===== config.mk =====
export PLATFORM = sky130hd
export DESIGN_NAME = cpu_control_unit
export DESIGN_NICKNAME = d
export VERILOG_FILES = /design/src/rtl/cu_pkg.sv /design/src/rtl/cu_decoder.sv /design/src/rtl/cpu_control_unit.sv
export SDC_FILE = /design/constraint.sdc
export NUM_CORES = 1
export LEC_CHECK = 0
export CORE_AREA = 5 5 96 98
export CTS_BUF_LIST = sky130_fd_sc_hd__clkbuf_8 sky130_fd_sc_hd__clkbuf_16
export CTS_CLUSTER_DIAMETER = 40
export CTS_CLUSTER_SIZE = 40
export DETAILED_ROUTE_END_ITERATION = 8
export DIE_AREA = 0 0 101 103
export HOLD_SLACK_MARGIN = 0.15
export PLACE_DENSITY_LB_ADDON = 0.05
export SLEW_MARGIN = 40
export SYNTH_ARGS = -nofsm -noshare
export SYNTH_HDL_FRONTEND = slang
export SYNTH_SLANG_ARGS = --single-unit

===== constraint.sdc =====
create_clock -name clk -period 3 [get_ports clk]
set_input_delay 0.9 -clock clk [delete_from_list [all_inputs] [get_ports clk]]
set_output_delay 0.9 -clock clk [all_outputs]
set_load 0.005 [all_outputs]

===== src/rtl/cu_pkg.sv =====
// -----------------------------------------------------------------------------
// cu_pkg
// Shared definitions for the accumulator-machine control unit.
//   - Instruction opcodes (IR[15:12]) OP_NOP .. OP_HALT
//   - ALU opcode encodings driven on ALU.opcode
//   - Control FSM state type cu_state_t
// Configuration macro: CU_INDIRECT_EN adds the IND/IWAIT states used by LOADX.
// -----------------------------------------------------------------------------
package cu_pkg;

   // Instruction opcodes
   localparam logic [3:0] OP_NOP   = 4'h0;
   localparam logic [3:0] OP_LOAD  = 4'h1;
   localparam logic [3:0] OP_STORE = 4'h2;
   localparam logic [3:0] OP_ADD   = 4'h3;
   localparam logic [3:0] OP_SUB   = 4'h4;
   localparam logic [3:0] OP_AND   = 4'h5;
   localparam logic [3:0] OP_OR    = 4'h6;
   localparam logic [3:0] OP_XOR   = 4'h7;
   localparam logic [3:0] OP_SHL   = 4'h8;
   localparam logic [3:0] OP_SHR   = 4'h9;
   localparam logic [3:0] OP_JUMP  = 4'hA;
   localparam logic [3:0] OP_SKIPZ = 4'hB;
   localparam logic [3:0] OP_JUMPZ = 4'hC;
   localparam logic [3:0] OP_LOADI = 4'hD;
   localparam logic [3:0] OP_LOADX = 4'hE;
   localparam logic [3:0] OP_HALT  = 4'hF;

   // ALU opcode encodings
   localparam logic [3:0] ALU_ADD = 4'b0000;
   localparam logic [3:0] ALU_SUB = 4'b0001;
   localparam logic [3:0] ALU_AND = 4'b1000;
   localparam logic [3:0] ALU_OR  = 4'b1001;
   localparam logic [3:0] ALU_XOR = 4'b1010;
   localparam logic [3:0] ALU_SHL = 4'b0100;
   localparam logic [3:0] ALU_SHR = 4'b0101;

   // Control FSM states; the indirect pair only exists when LOADX is built
   typedef enum logic [3:0] {
      S_IDLE,
      S_FETCH,
      S_FWAIT,
      S_DECODE,
      S_OPER,
      S_OWAIT,
`ifdef CU_INDIRECT_EN
      S_IND,
      S_IWAIT,
`endif
      S_EXEC,
      S_STORE
   } cu_state_t;

endpackage


===== src/rtl/cu_decoder.sv =====
// -----------------------------------------------------------------------------
// cu_decoder
// Purely combinational instruction decoder: IR[15:12] -> control attributes.
// Ports:
//   i_opcode        [3:0]  instruction opcode field
//   o_alu_op        [3:0]  ALU opcode for ALU-type instructions, else 0000
//   o_needs_operand        instruction reads M[X] before EXEC
//   o_is_store             STORE instruction
//   o_is_halt              HALT instruction
//   o_is_branch            JUMP / SKIPZ / JUMPZ
//   o_writes_acc           EXEC writes AC
// Configuration macro: CU_INDIRECT_EN makes opcode E (LOADX) a memory-operand
// instruction; otherwise opcode E decodes as NOP.
// -----------------------------------------------------------------------------
module cu_decoder
   import cu_pkg::*;
(
   input  logic [3:0] i_opcode,
   output logic [3:0] o_alu_op,
   output logic       o_needs_operand,
   output logic       o_is_store,
   output logic       o_is_halt,
   output logic       o_is_branch,
   output logic       o_writes_acc
);

   always_comb begin
      o_alu_op        = ALU_ADD;
      o_needs_operand = 1'b0;
      o_is_store      = 1'b0;
      o_is_halt       = 1'b0;
      o_is_branch     = 1'b0;
      o_writes_acc    = 1'b0;
      case (i_opcode)
         OP_LOAD: begin
            o_needs_operand = 1'b1;
            o_writes_acc    = 1'b1;
         end
         OP_STORE: o_is_store = 1'b1;
         OP_ADD: begin
            o_alu_op        = ALU_ADD;
            o_needs_operand = 1'b1;
            o_writes_acc    = 1'b1;
         end
         OP_SUB: begin
            o_alu_op        = ALU_SUB;
            o_needs_operand = 1'b1;
            o_writes_acc    = 1'b1;
         end
         OP_AND: begin
            o_alu_op        = ALU_AND;
            o_needs_operand = 1'b1;
            o_writes_acc    = 1'b1;
         end
         OP_OR: begin
            o_alu_op        = ALU_OR;
            o_needs_operand = 1'b1;
            o_writes_acc    = 1'b1;
         end
         OP_XOR: begin
            o_alu_op        = ALU_XOR;
            o_needs_operand = 1'b1;
            o_writes_acc    = 1'b1;
         end
         OP_SHL: begin
            o_alu_op     = ALU_SHL;
            o_writes_acc = 1'b1;
         end
         OP_SHR: begin
            o_alu_op     = ALU_SHR;
            o_writes_acc = 1'b1;
         end
         OP_JUMP, OP_SKIPZ, OP_JUMPZ: o_is_branch = 1'b1;
         OP_LOADI: o_writes_acc = 1'b1;
`ifdef CU_INDIRECT_EN
         OP_LOADX: begin
            o_needs_operand = 1'b1;
            o_writes_acc    = 1'b1;
         end
`endif
         OP_HALT: o_is_halt = 1'b1;
         default: ;
      endcase
   end

endmodule


===== src/rtl/cpu_control_unit.sv =====
// -----------------------------------------------------------------------------
// cpu_control_unit
// Fetch/decode/execute sequencer for the 16-bit accumulator datapath. Owns PC,
// IR, MBR and AC; drives MainMemory (registered reads, 1-cycle latency) and the
// ALU operand/opcode ports.
// Parameters:
//   PC_W      PC / operand-address width (addresses zero-extended to 16 bits)
//   RESET_PC  PC value loaded on reset
// Ports:
//   clk, reset        clock, synchronous active-high reset
//   start             level, sampled only in IDLE
//   mem_rdata  [15:0] MainMemory.data_out
//   alu_result [15:0] ALU.result
//   mem_addr   [15:0] MainMemory.addr
//   mem_wdata  [15:0] MainMemory.data_in (= AC)
//   mem_we            MainMemory.write_enable (STORE state, gated by reset)
//   alu_op     [3:0]  ALU.opcode (decoded op in EXEC, else 0000)
//   alu_a/alu_b[15:0] ALU operands (= AC / MBR)
//   acc        [15:0] AC contents
//   pc         [PC_W-1:0] PC contents
//   busy              high in every state except IDLE
//   halted            set by HALT, cleared by start or reset
// Configuration macro: CU_INDIRECT_EN builds LOADX (AC <= M[M[X]]) with the
// IND/IWAIT states; without it opcode E behaves as NOP.
// -----------------------------------------------------------------------------
module cpu_control_unit
   import cu_pkg::*;
#(
   parameter int unsigned     PC_W     = 12,
   parameter logic [PC_W-1:0] RESET_PC = '0
)
(
   input  logic            clk,
   input  logic            reset,
   input  logic            start,
   input  logic [15:0]     mem_rdata,
   input  logic [15:0]     alu_result,
   output logic [15:0]     mem_addr,
   output logic [15:0]     mem_wdata,
   output logic            mem_we,
   output logic [3:0]      alu_op,
   output logic [15:0]     alu_a,
   output logic [15:0]     alu_b,
   output logic [15:0]     acc,
   output logic [PC_W-1:0] pc,
   output logic            busy,
   output logic            halted
);

   cu_state_t       r_state;
   cu_state_t       w_next_state;
   logic [PC_W-1:0] r_pc;
   logic [15:0]     r_ir;
   logic [15:0]     r_mbr;
   logic [15:0]     r_ac;
   logic            r_halted;

   logic [3:0]      w_opcode;
   logic [11:0]     w_x;
   logic [PC_W-1:0] w_x_pc;
   logic [PC_W-1:0] w_pc_inc;
   logic            w_ac_zero;
   logic [15:0]     w_ac_next;

   logic [3:0]      w_alu_op;
   logic            w_needs_operand;
   logic            w_is_store;
   logic            w_is_halt;
   logic            w_is_branch;
   logic            w_writes_acc;

   assign w_opcode  = r_ir[15:12];
   assign w_x       = r_ir[11:0];
   assign w_x_pc    = PC_W'(w_x);
   assign w_pc_inc  = r_pc + PC_W'(1);   // natural wrap at 2^PC_W
   assign w_ac_zero = (r_ac == '0);

   cu_decoder u_decoder (
      .i_opcode        (w_opcode),
      .o_alu_op        (w_alu_op),
      .o_needs_operand (w_needs_operand),
      .o_is_store      (w_is_store),
      .o_is_halt       (w_is_halt),
      .o_is_branch     (w_is_branch),
      .o_writes_acc    (w_writes_acc)
   );

   // ---------------------------------------------------------------- FSM state
   always_ff @(posedge clk) begin
      if (reset) r_state <= S_IDLE;
      else       r_state <= w_next_state;
   end

   // ------------------------------------------------------------ FSM next state
   always_comb begin
      w_next_state = r_state;
      case (r_state)
         S_IDLE:   if (start) w_next_state = S_FETCH;
         S_FETCH:  w_next_state = S_FWAIT;
         S_FWAIT:  w_next_state = S_DECODE;
         S_DECODE: begin
            if (w_is_halt)            w_next_state = S_IDLE;
            else if (w_is_store)      w_next_state = S_STORE;
            else if (w_needs_operand) w_next_state = S_OPER;
            else                      w_next_state = S_EXEC;
         end
         S_OPER:   w_next_state = S_OWAIT;
`ifdef CU_INDIRECT_EN
         S_OWAIT:  w_next_state = (w_opcode == OP_LOADX) ? S_IND : S_EXEC;
         S_IND:    w_next_state = S_IWAIT;
         S_IWAIT:  w_next_state = S_EXEC;
`else
         S_OWAIT:  w_next_state = S_EXEC;
`endif
         S_EXEC:   w_next_state = S_FETCH;
         S_STORE:  w_next_state = S_FETCH;
         default:  w_next_state = S_IDLE;
      endcase
   end

   // --------------------------------------------------------------- FSM outputs
   // mem_addr defaults to PC so IDLE/FETCH present the next instruction address.
   always_comb begin
      mem_addr = 16'(r_pc);
      mem_we   = 1'b0;
      alu_op   = ALU_ADD;
      busy     = (r_state != S_IDLE);
      case (r_state)
         S_OPER:  mem_addr = {4'b0, w_x};
         S_STORE: begin
            mem_addr = {4'b0, w_x};
            mem_we   = ~reset;   // a reset in the STORE cycle must not write
         end
`ifdef CU_INDIRECT_EN
         S_IND:   mem_addr = r_mbr;
`endif
         S_EXEC:  alu_op = w_alu_op;
         default: ;
      endcase
   end

   // AC source selection for instructions that write the accumulator
   always_comb begin
      w_ac_next = alu_result;
      case (w_opcode)
         OP_LOADI:          w_ac_next = {4'b0, w_x};
         OP_LOAD, OP_LOADX: w_ac_next = r_mbr;
         default: ;
      endcase
   end

   // ------------------------------------------------------------- datapath regs
   always_ff @(posedge clk) begin
      if (reset) begin
         r_pc     <= RESET_PC;
         r_ir     <= '0;
         r_mbr    <= '0;
         r_ac     <= '0;
         r_halted <= 1'b0;
      end else begin
         case (r_state)
            S_IDLE:   if (start) r_halted <= 1'b0;
            S_FWAIT: begin
               r_ir <= mem_rdata;
               r_pc <= w_pc_inc;
            end
            S_DECODE: if (w_is_halt) r_halted <= 1'b1;
            S_OWAIT:  r_mbr <= mem_rdata;
`ifdef CU_INDIRECT_EN
            S_IWAIT:  r_mbr <= mem_rdata;
`endif
            S_EXEC: begin
               if (w_writes_acc) r_ac <= w_ac_next;
               if (w_is_branch) begin
                  case (w_opcode)
                     OP_JUMP:  r_pc <= w_x_pc;
                     OP_SKIPZ: if (w_ac_zero) r_pc <= w_pc_inc;
                     OP_JUMPZ: if (w_ac_zero) r_pc <= w_x_pc;
                     default: ;
                  endcase
               end
            end
            default: ;
         endcase
      end
   end

   assign mem_wdata = r_ac;
   assign alu_a     = r_ac;
   assign alu_b     = r_mbr;
   assign acc       = r_ac;
   assign pc        = r_pc;
   assign halted    = r_halted;

endmodule


After elaboration in Yosys (flattened, before gate mapping)
Index checks and enable logic that the tools add are counted.
{ "word_totals": {"in_bits": 35, "ff_bits": 65, "wordCells": 73, "out_inout_bits": 99} }
{ "op_classes": {"bitwise": 1, "reduce_logical": 14, "n_mux": 23, "eq_ne": 28, "n_addsub": 1} }
{ "ops": {"columns": ["cell", "count"], "rows": [
  ["12-bit two-way mux", 4],
  ["12-bit one-hot mux with 3 select lines", 1],
  ["4-bit by 3-bit == test with 1-bit output, second input constant", 8],
  ["4-bit == test, second input constant", 8],
  ["16-bit one-hot mux with 2 select lines", 1],
  ["4-bit one-hot mux with 7 select lines", 1],
  ["12-bit one-hot mux with 2 select lines", 1],
  ["4-bit one-hot mux with 6 select lines", 1],
  ["4-bit by 2-bit == test with 1-bit output, second input constant", 4],
  ["16-bit logical NOT", 1],
  ["12-bit by 1-bit adder with 12-bit output, second input constant", 1],
  ["9-bit OR reduction", 1],
  ["4-bit by 1-bit == test with 1-bit output, second input constant", 2],
  ["1-bit two-way mux", 8],
  ["4-bit two-way mux", 2],
  ["3-bit inequality test, second input constant", 2],
  ["2-bit OR reduction", 3],
  ["6-bit OR reduction", 1],
  ["5-bit AND reduction", 1],
  ["4-bit logical NOT", 1],
  ["2-bit two-way mux", 2],
  ["2-bit by 1-bit inequality test with 1-bit output, second input constant", 2],
  ["4-bit by 1-bit inequality test with 1-bit output, second input constant", 1],
  ["2-bit nonzero test", 2],
  ["other kinds (8)", 8]
]} }

Longest topological paths before layout
Gate-level depths: netlist of the first run.
{ "depth": {"ltp_word": 7, "mapped_depth": 7, "mapped_depth_nobuf": 5} }

Modules after synthesis
A second synthesis of the first run with hierarchy kept.
{ "hier_totals": {"cells_unflattened": 461, "area_unflattened_um2": 3636.0} }
{ "modules_own_cells": {"columns": ["mod", "area_each_um2", "seq_area_each_um2", "n_inst", "cells_each"], "rows": [
  ["cpu_control_unit", 3519.6, 1281.2, 1, 441],
  ["cu_decoder", 116.4, 0.0, 1, 20]
]} }

Least setup slack after synthesis of the first run
OpenSTA, ideal clock, no wires.
{ "synth_timing": {"path_kind": "input-to-output", "start": "input reset", "end": "output mem_we", "path_buffers": 2, "arrival_ns": 1.544, "slack_ns": 0.556, "required_time_ns": 2.100, "cell_stages": 3, "path_cell_list": "clkbuf_1 -> buf_1 -> nor3b_1"} }
{ "synth_via": {"elab_chain_cells": 2} }
{ "synth_lines": {"columns": ["item", "line", "text"], "rows": [
  ["start: declaration", "cpu_control_unit.sv:34", "input logic reset,"],
  ["1-bit inverter", "cpu_control_unit.sv:132", "mem_we = ~reset;"],
  ["1-bit two-way mux", "cpu_control_unit.sv:128", "case (r_state)"],
  ["end: declaration", "cpu_control_unit.sv:40", "output logic mem_we,"]
]} }
No other way between the ends.

Worst setup path in the final report of the first run
{ "layout_timing": {"start": "register r_state[0]", "end": "output mem_addr[0]"} }
{ "layout_via": {"elab_chain_cells": 3, "elab_cells_between_ends": 4, "cone_classes": "eq/ne: 2; mux: 1; reduce/logical: 1"} }
{ "layout_lines": {"columns": ["item", "line", "text"], "rows": [
  ["start: declaration", "cpu_control_unit.sv:50", "cu_state_t r_state;"],
  ["start signal: assignment", "cpu_control_unit.sv:91", "else r_state <= w_next_state;"],
  ["4-bit by 3-bit == test with 1-bit output", "cpu_control_unit.sv:128", null],
  ["2-bit OR reduction (no line) *", null, null],
  ["12-bit two-way mux *", "cpu_control_unit.sv:128", null],
  ["end: declaration", "cpu_control_unit.sv:38", "output logic [15:0] mem_addr,"]
]} }
Every way passes the cells marked *; elsewhere a longest branch is shown, timed or not.

==> impl_results.md, run 1 <==
* Vias in the first global route at approximately 3300
* Clk Tree Root Cell: clkbuf_8
* DRT Pass-1 Iters at 5
* Clock Path Buffers at 2
* CTS Hold Bufs at 0
* Hold Path Class: reg2reg
* EDFF count, synth at 0
* PD cells at about 380 nW/um2
* I/O Buffers at around 130
* Max-cap viol count at 0
* Filler instances at 805
* Cell Chain, Critical Path: nand2b_1 -> nand3_1 -> buf_6 -> mux2_2 -> clkdlybuf4s50_1
* Initial Util at between 40 and 50%
* Sequential share of the synthesized area at between 30% and 40%
* Total power at 1862 uW
* Antenna viol nets, final at 0
* GRT overflow at 0
* #FFs+latches synth at 64
* Final slew viol count at 0
* Placed Cells at 619
* Final #Nets at ~560
* Critical Path End Type: primary output
* Hold path startpoint: alu_b[6]
* Share of layout cells above drive strength 1 at 9.506%
* Htree depth at 3
* Slowest CP cell: clkdlybuf4s50_1
* Tcrit/Tclk final at between 90% and 100%
* Actual slew at the worst max-slew pin at just under 0.7 ns
* Initial antenna violation count at 0
* Hpwl dp at 8464 um
* Synth-to-Final Area Change at 35.52%
* DR vias/cell at 5.729
* Largest net degree at the start of global routing at between 60 and 70
* Initial drt markers at ~250
* All-layer global routing usage at 22.01%
* DIE AREA at 10400 um2
* Highest metal used: met4
* RSZ-0062 raised after global routing: false
* Reg clk slew, reported paths at approximately 0.07 ns
* # IOs at 134
* Fin Setup TNS at 0 ns
* Largest stage delay, worst path at approximately 0.45 ns
* Worst-case clock skew at between 0.01 and 0.015 ns
* Synth async-reset ratio at 0%
* Placement Rows at 34
* Synthesized netlist cell count at 440
* Die Height at just over 100 um
* Met1 wire length at 5100 um
* Fin cells at roughly 630
* Dpl ws at between 0.3 and 0.4 ns
* Synth Cell Area at around 3600 um2
* Final Hold Violating Endpoints at 0
* WL per Instance at about 18 um
* Crit-path max FO at 12
* # DRC at 0
* Die width at 101 um
* Library cells used by synthesis at 56
* VDD IR max at ~0.00023 V
* R2R Path Start: r_state[2]
* CP arrival at 1.97 ns
* CTS sink cnt at 64
* DR WL met3 at 920 um
* CTS tree: done
* Gp weighted congestion at between 0.8 and 0.9
* First-pass GRT wire length at 17840 um
* Core area at ~8400 um2
* Antenna Cells at 0
* CP Class: reg2out
* Tmin final at between 2 and 3 ns
* Status: complete, no violations
* Yosys warning count at 0
* PnR worst setup slack at 0.1258 ns
* # setup viols final at 0
* Worst setup SP type: register
* Max Freq at ~350 MHz
* Most frequent cells in the layout: clkdlybuf4s50_1 (128), nand2_1 (79), a21oi_1 (61), dfxtp_1 (61), a211oi_1 (19)
* Inserted Clock Buffers at 9
* CP Launch Point: r_state[0]
* Met2 WL at between 5000 and 6000 um
* Clk_lat worst skew at between 0.3 and 0.4 ns
* Commonest non-fill, non-tap cell in the layout: clkdlybuf4s50_1
* Worst slew margin at 54.65%
* Total number of vias at approximately 3600
* Most used DFF post-synth: dfxtp_1
* WL final at roughly 12000 um
* Lkg Pwr at around 0.0016 uW
* Avg Cell Area, Syn at 8.133 um2
* WP data required at approximately 2.1 ns
Yosys cell counts (2+ instances only):
cell | n | area [um2]
nand2b_1 | 10 | 62.56
mux2_2 | 12 | 135.1
and4_1 | 2 | 17.52
a21oi_1 | 61 | 305.3
buf_4 | 37 | 277.8
nor4b_1 | 2 | 17.52
buf_1 | 2 | 7.510
dfxtp_1 | 64 | 1281
nand3_1 | 7 | 35.03
nand4_1 | 6 | 37.54
nor3b_1 | 3 | 22.52
a32o_1 | 3 | 30.03
a21boi_0 | 2 | 15.01
or2_2 | 2 | 12.51
nor4_1 | 6 | 37.54
nor2_1 | 7 | 26.28
a22oi_1 | 4 | 30.03
mux2i_1 | 2 | 20.02
o32ai_1 | 6 | 52.55
o21ai_0 | 3 | 15.01
and3_1 | 2 | 12.51
a222oi_1 | 12 | 120.1
nor3_1 | 5 | 25.02
clkbuf_1 | 24 | 90.09
nand2_1 | 79 | 296.5
nand3b_1 | 2 | 15.01
and2_1 | 3 | 18.77
a221oi_1 | 7 | 61.31
a211oi_1 | 19 | 142.6
buf_2 | 9 | 45.04
o31a_1 | 5 | 43.79
nor2b_1 | 3 | 18.77
inv_1 | 6 | 22.52
flip-flops by register name, summed over array words and instances, names as in the netlist:
| name | count |
|---|---|
| acc | 16 |
| alu_b | 16 |
| r_ir | 16 |
| pc | 12 |
| r_state | 3 |
| halted | 1 |
power breakdown:
group / internal (uW) / total [uW] / switching, uW / leakage (uW)
combinational: 135 / 286 / 150 / 0.00101
sequential: 875 / 924 / 49.4 / 0.000518
clock: 335 / 652 / 317 / 0.0000924
total: 1350 / 1860 / 517 / 0.00162
timing repair:
action,4_1_cts,5_1_grt
buffers inserted,0,0
pin swaps,0,0
resized for setup,1,3
endpoints found under the hold margin,0,0
endpoints found under the setup margin,12,13
layout make-up:
class                   count  area (um2)  share of cell area (%)
flip-flops and latches     64        1285                   26.50
repair buffers            141        1380                   28.46
multi-input cells         300        1854                   38.24
inverters                   6       22.52                  0.4644
well taps                 108       135.1                   2.786
clock inverters             4       21.27                  0.4386
clock buffers              11       151.4                   3.122
cell families (layout without fill, tap and decap cells):
logic type               count (synthesis)  after routing  synth area share [%]
AO/OA/AOI/OAI                          136            136                 26.54
XOR/XNOR                                 1              1                0.2448
adder cells (fa/ha/maj)                  1              1                0.3496
buffers and inverters                   79            162                 12.69
flip-flops                              64             64                 35.80
multiplexers                            14             14                 4.336
other                                    1              4                0.1048
AND/OR/NAND/NOR                        144            144                 19.93
per-layer routing:
layer	up-vias	global-route usage, %
met5	-	0
met2	156	33.42
met3	12	4.398
met1	1717	31.19
li1	1747	-
met4	0	7.464
final timing paths:
| path | end | slack (ns) | depth (start not counted) |
|---|---|---|---|
| worst min-delay path | alu_b[6] | 0.47 | 2 |
| worst max register to register | pc[4] | 0.60 | 5 |
| worst max-delay path | mem_addr[0] | 0.13 | 5 |
| worst min register to register | alu_b[6] | 0.47 | 2 |
worst max-delay path: cells and delay by family, from the launching register on:
family        cells  cell delay, ns
buf+inv           2            0.62
flops             1            0.38
mux               1            0.35
simple gates      2            0.29
stage by stage:
step	cell area (um2)	util (%)	hold slack (ns)
3_5_place_dp	4669	55.72	0.4652
3_3_place_gp	4669	55.72	0.4603
5_1_grt	4850	57.87	0.4924
6_report	4850	57.87	0.4738
2_1_floorplan	3590	-	0.4543
4_1_cts	4843	57.79	0.4779
Power figures use the tool's default switching activity.
==> inputs of run 2 (changes only) <==
--- a/config.mk
+++ b/config.mk
@@ -12,6 +12,7 @@
 export DETAILED_ROUTE_END_ITERATION = 8
 export DIE_AREA = 0 0 101 103
 export HOLD_SLACK_MARGIN = 0.15
+export MAX_ROUTING_LAYER = met4
 export PLACE_DENSITY_LB_ADDON = 0.05
 export SLEW_MARGIN = 40
 export SYNTH_ARGS = -nofsm -noshare
==> run 2 against run 1 <==
Net effect: via count fell by 1.1%; clock-buffer cell count stayed put; sequential power about the same; clock skew fell by 0.0030 ns; clock power barely moved; register-to-register slack got worse by 0.02 ns; design area about the same; die area unchanged; critical path type unchanged.
==> impl_results.md, run 2 (synthesized netlist as in run 1, its figures left out) <==
* Hpwl dp at 8464 um (unchanged)
* Worst r2r path cells at 5 (unchanged)
* WL per Instance at 18.30 um (+0.21%)
* Clk Tree Root Cell: clkbuf_8
* # DRC at 0 (unchanged)
* All-layer global routing usage at 22.59% (+0.58 points)
* Largest net degree at the start of global routing at 64 (unchanged)
* CTS Hold Bufs at 0 (unchanged)
* GRT overflow at 0 (unchanged)
* WP data required at 2.10 ns (about the same)
* Die width at 101 um (unchanged)
* WL final at 11600 um (+0.21%)
* Lkg Pwr at 0.001620 uW (-0.11%)
* Critical Path End Type: primary output
* CTS tree: done
* Htree depth at 3 (unchanged)
* Filler instances at 807 (+0.25%)
* CP arrival at 2.00 ns (+0.03 ns)
* DRT Pass-1 Iters at 7 (+2)
* CP Class: reg2out
* Hold Path Class: reg2reg
* # setup viols final at 0 (unchanged)
* Final Core Density at 57.82% (about the same)
* Worst Hold Depth at 2 (unchanged)
* Crit-path max FO at 12 (unchanged)
* Multi-input gate area at 1854 um2 (unchanged)
* Gp weighted congestion at 0.8481 (+1.5%)
* Post-cts sizing count at 1 (unchanged)
* Fin Setup TNS at 0 ns (unchanged)
* PD cells at 383.9 nW/um2 (about the same)
* Synth-to-Final Area Change at 35.42% (about the same)
* Most frequent cells in the layout: clkdlybuf4s50_1 (128), nand2_1 (79), a21oi_1 (61), dfxtp_1 (61), a211oi_1 (19)
* Reg clk slew, reported paths at 0.07 ns (about the same)
* DIE AREA at 10400 um2 (unchanged)
* Worst-case clock skew at 0.008543 ns (-0.002997 ns)
* Flip-flop and latch area at 1285 um2 (unchanged)
* I/O Buffers at 129 (unchanged)
* First-pass GRT wire length at 17770 um (-0.43%)
* Initial antenna violation count at 0 (unchanged)
* Placement Rows at 34 (unchanged)
* Tmin final at 2.895 ns (+0.02097 ns)
* Worst setup SP type: register
* RSZ-0062 raised after global routing: false
* Final #Nets at 558 (unchanged)
* Final slew viol count at 0 (unchanged)
* Actual slew at the worst max-slew pin at 0.6832 ns (+0.002952 ns)
* Initial drt markers at 273 (+11%)
* Max-cap viol count at 0 (unchanged)
* Share of layout cells above drive strength 1 at 9.506% (unchanged)
* # IOs at 134 (unchanged)
* Clock Path Buffers at 2 (unchanged)
* Vias in the first global route at 3277 (+0.58%)
* Setup Fix Bufs, Post-CTS at 0 (unchanged)
* Antenna Cells at 0 (unchanged)
* Clk_lat worst skew at 0.33 ns (about the same)
* Final Hold Violating Endpoints at 0 (unchanged)
* Initial Util at 42.70% (unchanged)
* DR vias/cell at 5.664 (-1.1%)
* VDD IR max at 0.0002255 V (-0.41%)
* Commonest non-fill, non-tap cell in the layout: clkdlybuf4s50_1
* Antenna viol nets, final at 0 (unchanged)
* Max Freq at 345.4 MHz (-0.72%)
* Inserted Clock Buffers at 9 (unchanged)
* Total number of vias at 3591 (-1.1%)
* Tcrit/Tclk final at 96.51% (+0.70 points)
* Die Height at 103 um (unchanged)
* Worst slew margin at 54.46% (-0.20 points)
* Status: complete, no violations
* Core area at 8381 um2 (unchanged)
* CTS sink cnt at 64 (unchanged)
-- run 2: cell counts in the layout (fill, tap and decap cells not counted) --
No cell type changed its count.
-- run 2: metrics by stage --
step / area [um2] / setup WS, ns / hold WS [ns] / total power [uW] / instances
2_1_floorplan: 3590 / 0.5563 / 0.4543 / 1098 / 443
3_3_place_gp: 4669 / 0.3486 / 0.4603 / 1225 / 619
3_5_place_dp: 4669 / 0.3361 / 0.4652 / 1227 / 619
4_1_cts: 4843 / 0.02383 / 0.4779 / 1874 / 634
5_1_grt: 4846 / 0.0003400 / 0.4924 / 1955 / 634
6_report: 4846 / 0.1048 / 0.4791 / 1860 / 634
-- run 2: layer usage --
layer	vias up	routed length [um]	GRT usage [%]
met2	127	5375	33.77
met5	-	0	-
met3	11	736	4.127
met4	0	212	7.464
met1	1708	5280	30.82
li1	1745	-	-
-- run 2: worst max-delay path: stages (launching register included) --
cell             delay (ns)
dfxtp_2                0.38
nand2b_1               0.17
nand3_1                0.09
buf_4                  0.21
mux2_2                 0.35
clkdlybuf4s50_1        0.45
-- run 2: worst paths after layout --
path,from,endpoint,slack (ns)
worst max-delay path,r_state[0],mem_addr[0],0.10
worst min-delay path,alu_b[7],alu_b[7],0.48
worst max register to register,r_state[2],pc[4],0.58
worst min register to register,alu_b[7],alu_b[7],0.48
-- run 2: layout make-up --
| type | instances | share of cell area, % |
|---|---|---|
| Sequential cell | 64 | 26.52 |
| Clock buffer | 11 | 3.124 |
| Timing Repair Buffer | 141 | 28.40 |
| Multi-Input combinational cell | 300 | 38.26 |
| Clock inverter | 4 | 0.4389 |
| Tap cell | 108 | 2.789 |
| Inverter | 6 | 0.4648 |
-- run 2: power breakdown --
group	leakage [uW]	internal, uW	switching (uW)
registers	0.000518	875	49.4
clock network	0.0000924	335	316
logic	0.00101	135	151
total	0.00162	1340	516
==> inputs of run 3 (changes only) <==
--- a/config.mk
+++ b/config.mk
@@ -14,6 +14,7 @@
 export HOLD_SLACK_MARGIN = 0.15
 export MAX_ROUTING_LAYER = met4
 export PLACE_DENSITY_LB_ADDON = 0.05
+export RECOVER_POWER = 50
 export SLEW_MARGIN = 40
 export SYNTH_ARGS = -nofsm -noshare
 export SYNTH_HDL_FRONTEND = slang
==> run 3 against run 2 <==
Net effect: setup slack got worse by 0.0022 ns; non-clock buffer count unchanged; largest power group unchanged; clock-buffer cell count unchanged; clock power about the same.
==> impl_results.md, run 3 (synthesized netlist as in run 1, its figures left out) <==
* Actual slew at the worst max-slew pin at 1.276 ns (+0.5924 ns)
* Final #Nets at 558 (unchanged)
* R2R Path Start: r_state[2]
* Final slew viol count at 0 (unchanged)
* VDD IR max at 0.0002258 V (+0.13%)
* Fin Setup TNS at 0 ns (unchanged)
* Vias in the first global route at 3277 (unchanged)
* Htree depth at 3 (unchanged)
* Fin cells at 634 (unchanged)
* Antenna Cells at 0 (unchanged)
* Combinational share of power at 15.3% (about the same)
* R2R Setup Slk at 0.59 ns (about the same)
* Synth-to-Final Area Change at 35.31% (about the same)
* Critical Path End Type: primary output
* Highest metal used: met4
* Worst Hold Slack at 0.4749 ns (-0.004155 ns)
* # IOs at 134 (unchanged)
* Antenna viol nets, final at 0 (unchanged)
* Placed Cells at 619 (unchanged)
* Clock Path Buffers at 2 (unchanged)
* Dpl ws at 0.3361 ns (unchanged)
* Cell Chain, Critical Path: nand2b_1 -> nand3_1 -> buf_4 -> mux2_2 -> clkdlybuf4s50_1
* Met1 wire length at 5243 um (-0.70%)
* PnR worst setup slack at 0.1027 ns (-0.002183 ns)
* Worst-case clock skew at 0.01114 ns (+0.002600 ns)
* CTS tree: done
* Die width at 101 um (unchanged)
* Worst Hold Depth at 2 (unchanged)
* Placement Rows at 34 (unchanged)
* Inserted Clock Buffers at 9 (unchanged)
* Worst r2r path cells at 5 (unchanged)
* # setup viols final at 0 (unchanged)
* CTS Hold Bufs at 0 (unchanged)
* Max Freq at 345.1 MHz (about the same)
* Initial Util at 42.70% (unchanged)
* Share of layout cells above drive strength 1 at 9.316% (-0.19 points)
* Crit-path max FO at 12 (unchanged)
* Worst setup SP type: register
* CP arrival at 2.00 ns (about the same)
* Status: complete, no violations
* Seq pwr share at 49.7% (about the same)
* Hpwl dp at 8464 um (unchanged)
* Worst slew margin at 14.96% (-39 points)
* Tmin final at 2.897 ns (+0.002183 ns)
* Lkg Pwr at 0.001767 uW (+9.1%)
* Worst path bufs/invs at 2 (unchanged)
* Cell Int Power at 1344 uW (about the same)
* DIE AREA at 10400 um2 (unchanged)
* Initial antenna violation count at 0 (unchanged)
* Commonest non-fill, non-tap cell in the layout: clkdlybuf4s50_1
* Max-cap viol count at 0 (unchanged)
* Net Sw Frac at 27.75% (+0.028 points)
* Gp weighted congestion at 0.8481 (unchanged)
* DR WL met3 at 767 um (+4.2%)
* Largest stage delay, worst path at 0.45 ns (about the same)
* PD cells at 384.1 nW/um2 (about the same)
* Hold path startpoint: alu_b[6]
* Die Height at 103 um (unchanged)
* Reg2Reg Capture Point: pc[4]
* WL final at 11560 um (-0.40%)
* Switching power at 516.1 uW (about the same)
* Tcrit/Tclk final at 96.58% (about the same)
* Final Core Density at 57.78% (about the same)
* All-layer global routing usage at 22.59% (unchanged)
* Clk Tree Root Cell: clkbuf_8
* Largest net degree at the start of global routing at 64 (unchanged)
* Worst Hold Path EP: alu_b[6]
* WL per Instance at 18.23 um (-0.40%)
* Clk_lat worst skew at 0.33 ns (about the same)
* CP Class: reg2out
* DR vias/cell at 5.667 (about the same)
* Initial drt markers at 295 (+8.1%)
* Clock share of power at 35.0% (about the same)
* Total number of vias at 3593 (+0.056%)
* Most frequent cells in the layout: clkdlybuf4s50_1 (86), nand2_1 (79), a21oi_1 (61), dfxtp_1 (61), dlygate4sd3_1 (42)
* CTS sink cnt at 64 (unchanged)
* I/O Buffers at 129 (unchanged)
* # DRC at 0 (unchanged)
* Hold Path Class: reg2reg
* Core area at 8381 um2 (unchanged)
* Final Hold Violating Endpoints at 0 (unchanged)
* Reg clk slew, reported paths at 0.07 ns (about the same)
* Top Family by Delay on Critical Path: buffers and inverters
* WP data required at 2.10 ns (about the same)
* GRT overflow at 0 (unchanged)
* DRT Pass-1 Iters at 5 (-2)
* RSZ-0062 raised after global routing: false
* First-pass GRT wire length at 17770 um (unchanged)
* Met2 WL at 5335 um (-0.74%)
* Slowest CP cell: clkdlybuf4s50_1
run 3: through the flow:
step | total power, uW | cell area (um2)
floorplan | 1098 | 3590
global placement | 1225 | 4669
detailed placement | 1227 | 4669
CTS | 1874 | 4843
global route | 1954 | 4842
finish | 1860 | 4842
run 3: worst register-to-register path, cell delays in order, from the launching register on:
cell,delay (ns)
dfxtp_1,0.47
buf_4,0.22
and3b_1,0.60
nand2_1,0.36
a221o_1,0.39
a221oi_1,0.27
run 3: worst max-delay path by stage:
stage                              to  slack, ns  depth (start not counted)       start
after global routing      mem_addr[0]     0.0003                          5  r_state[0]
after floorplan                mem_we       0.56                          3       reset
after global placement         mem_we       0.35                          3       reset
final                     mem_addr[0]       0.10                          5  r_state[0]
after detailed placement  mem_addr[8]       0.34                          5  r_state[0]
after CTS                 mem_addr[0]       0.02                          5  r_state[1]
run 3: area by class of cell:
type                            count  area, um2
Clock inverter                      4      21.27
Sequential cell                    64       1285
Clock buffer                       11      151.4
Timing Repair Buffer              141       1373
Multi-Input combinational cell    300       1854
Fill cell                         808       3538
Tap cell                          108      135.1
Inverter                            6      22.52
run 3: repair_timing:
action                                  in CTS  in global routing
buffers inserted                             0                  0
hold endpoints to repair                     0                  0
resized for setup                            1                  2
endpoints found under the setup margin      12                 13
run 3: power by group through the flow:
stage | logic [uW] | clock network, uW | registers (uW)
5_1_grt | 313 | 712 | 929
2_1_floorplan | 186 | 0 | 912
3_5_place_dp | 285 | 0 | 942
4_1_cts | 286 | 665 | 923
6_report | 284 | 651 | 924
3_3_place_gp | 284 | 0 | 941
run 3: layer usage:
layer  GRT usage [%]  vias up
met3           4.127       11
met4           7.464        0
met1           30.82     1699
li1                -     1748
met5               -        -
met2           33.77      135
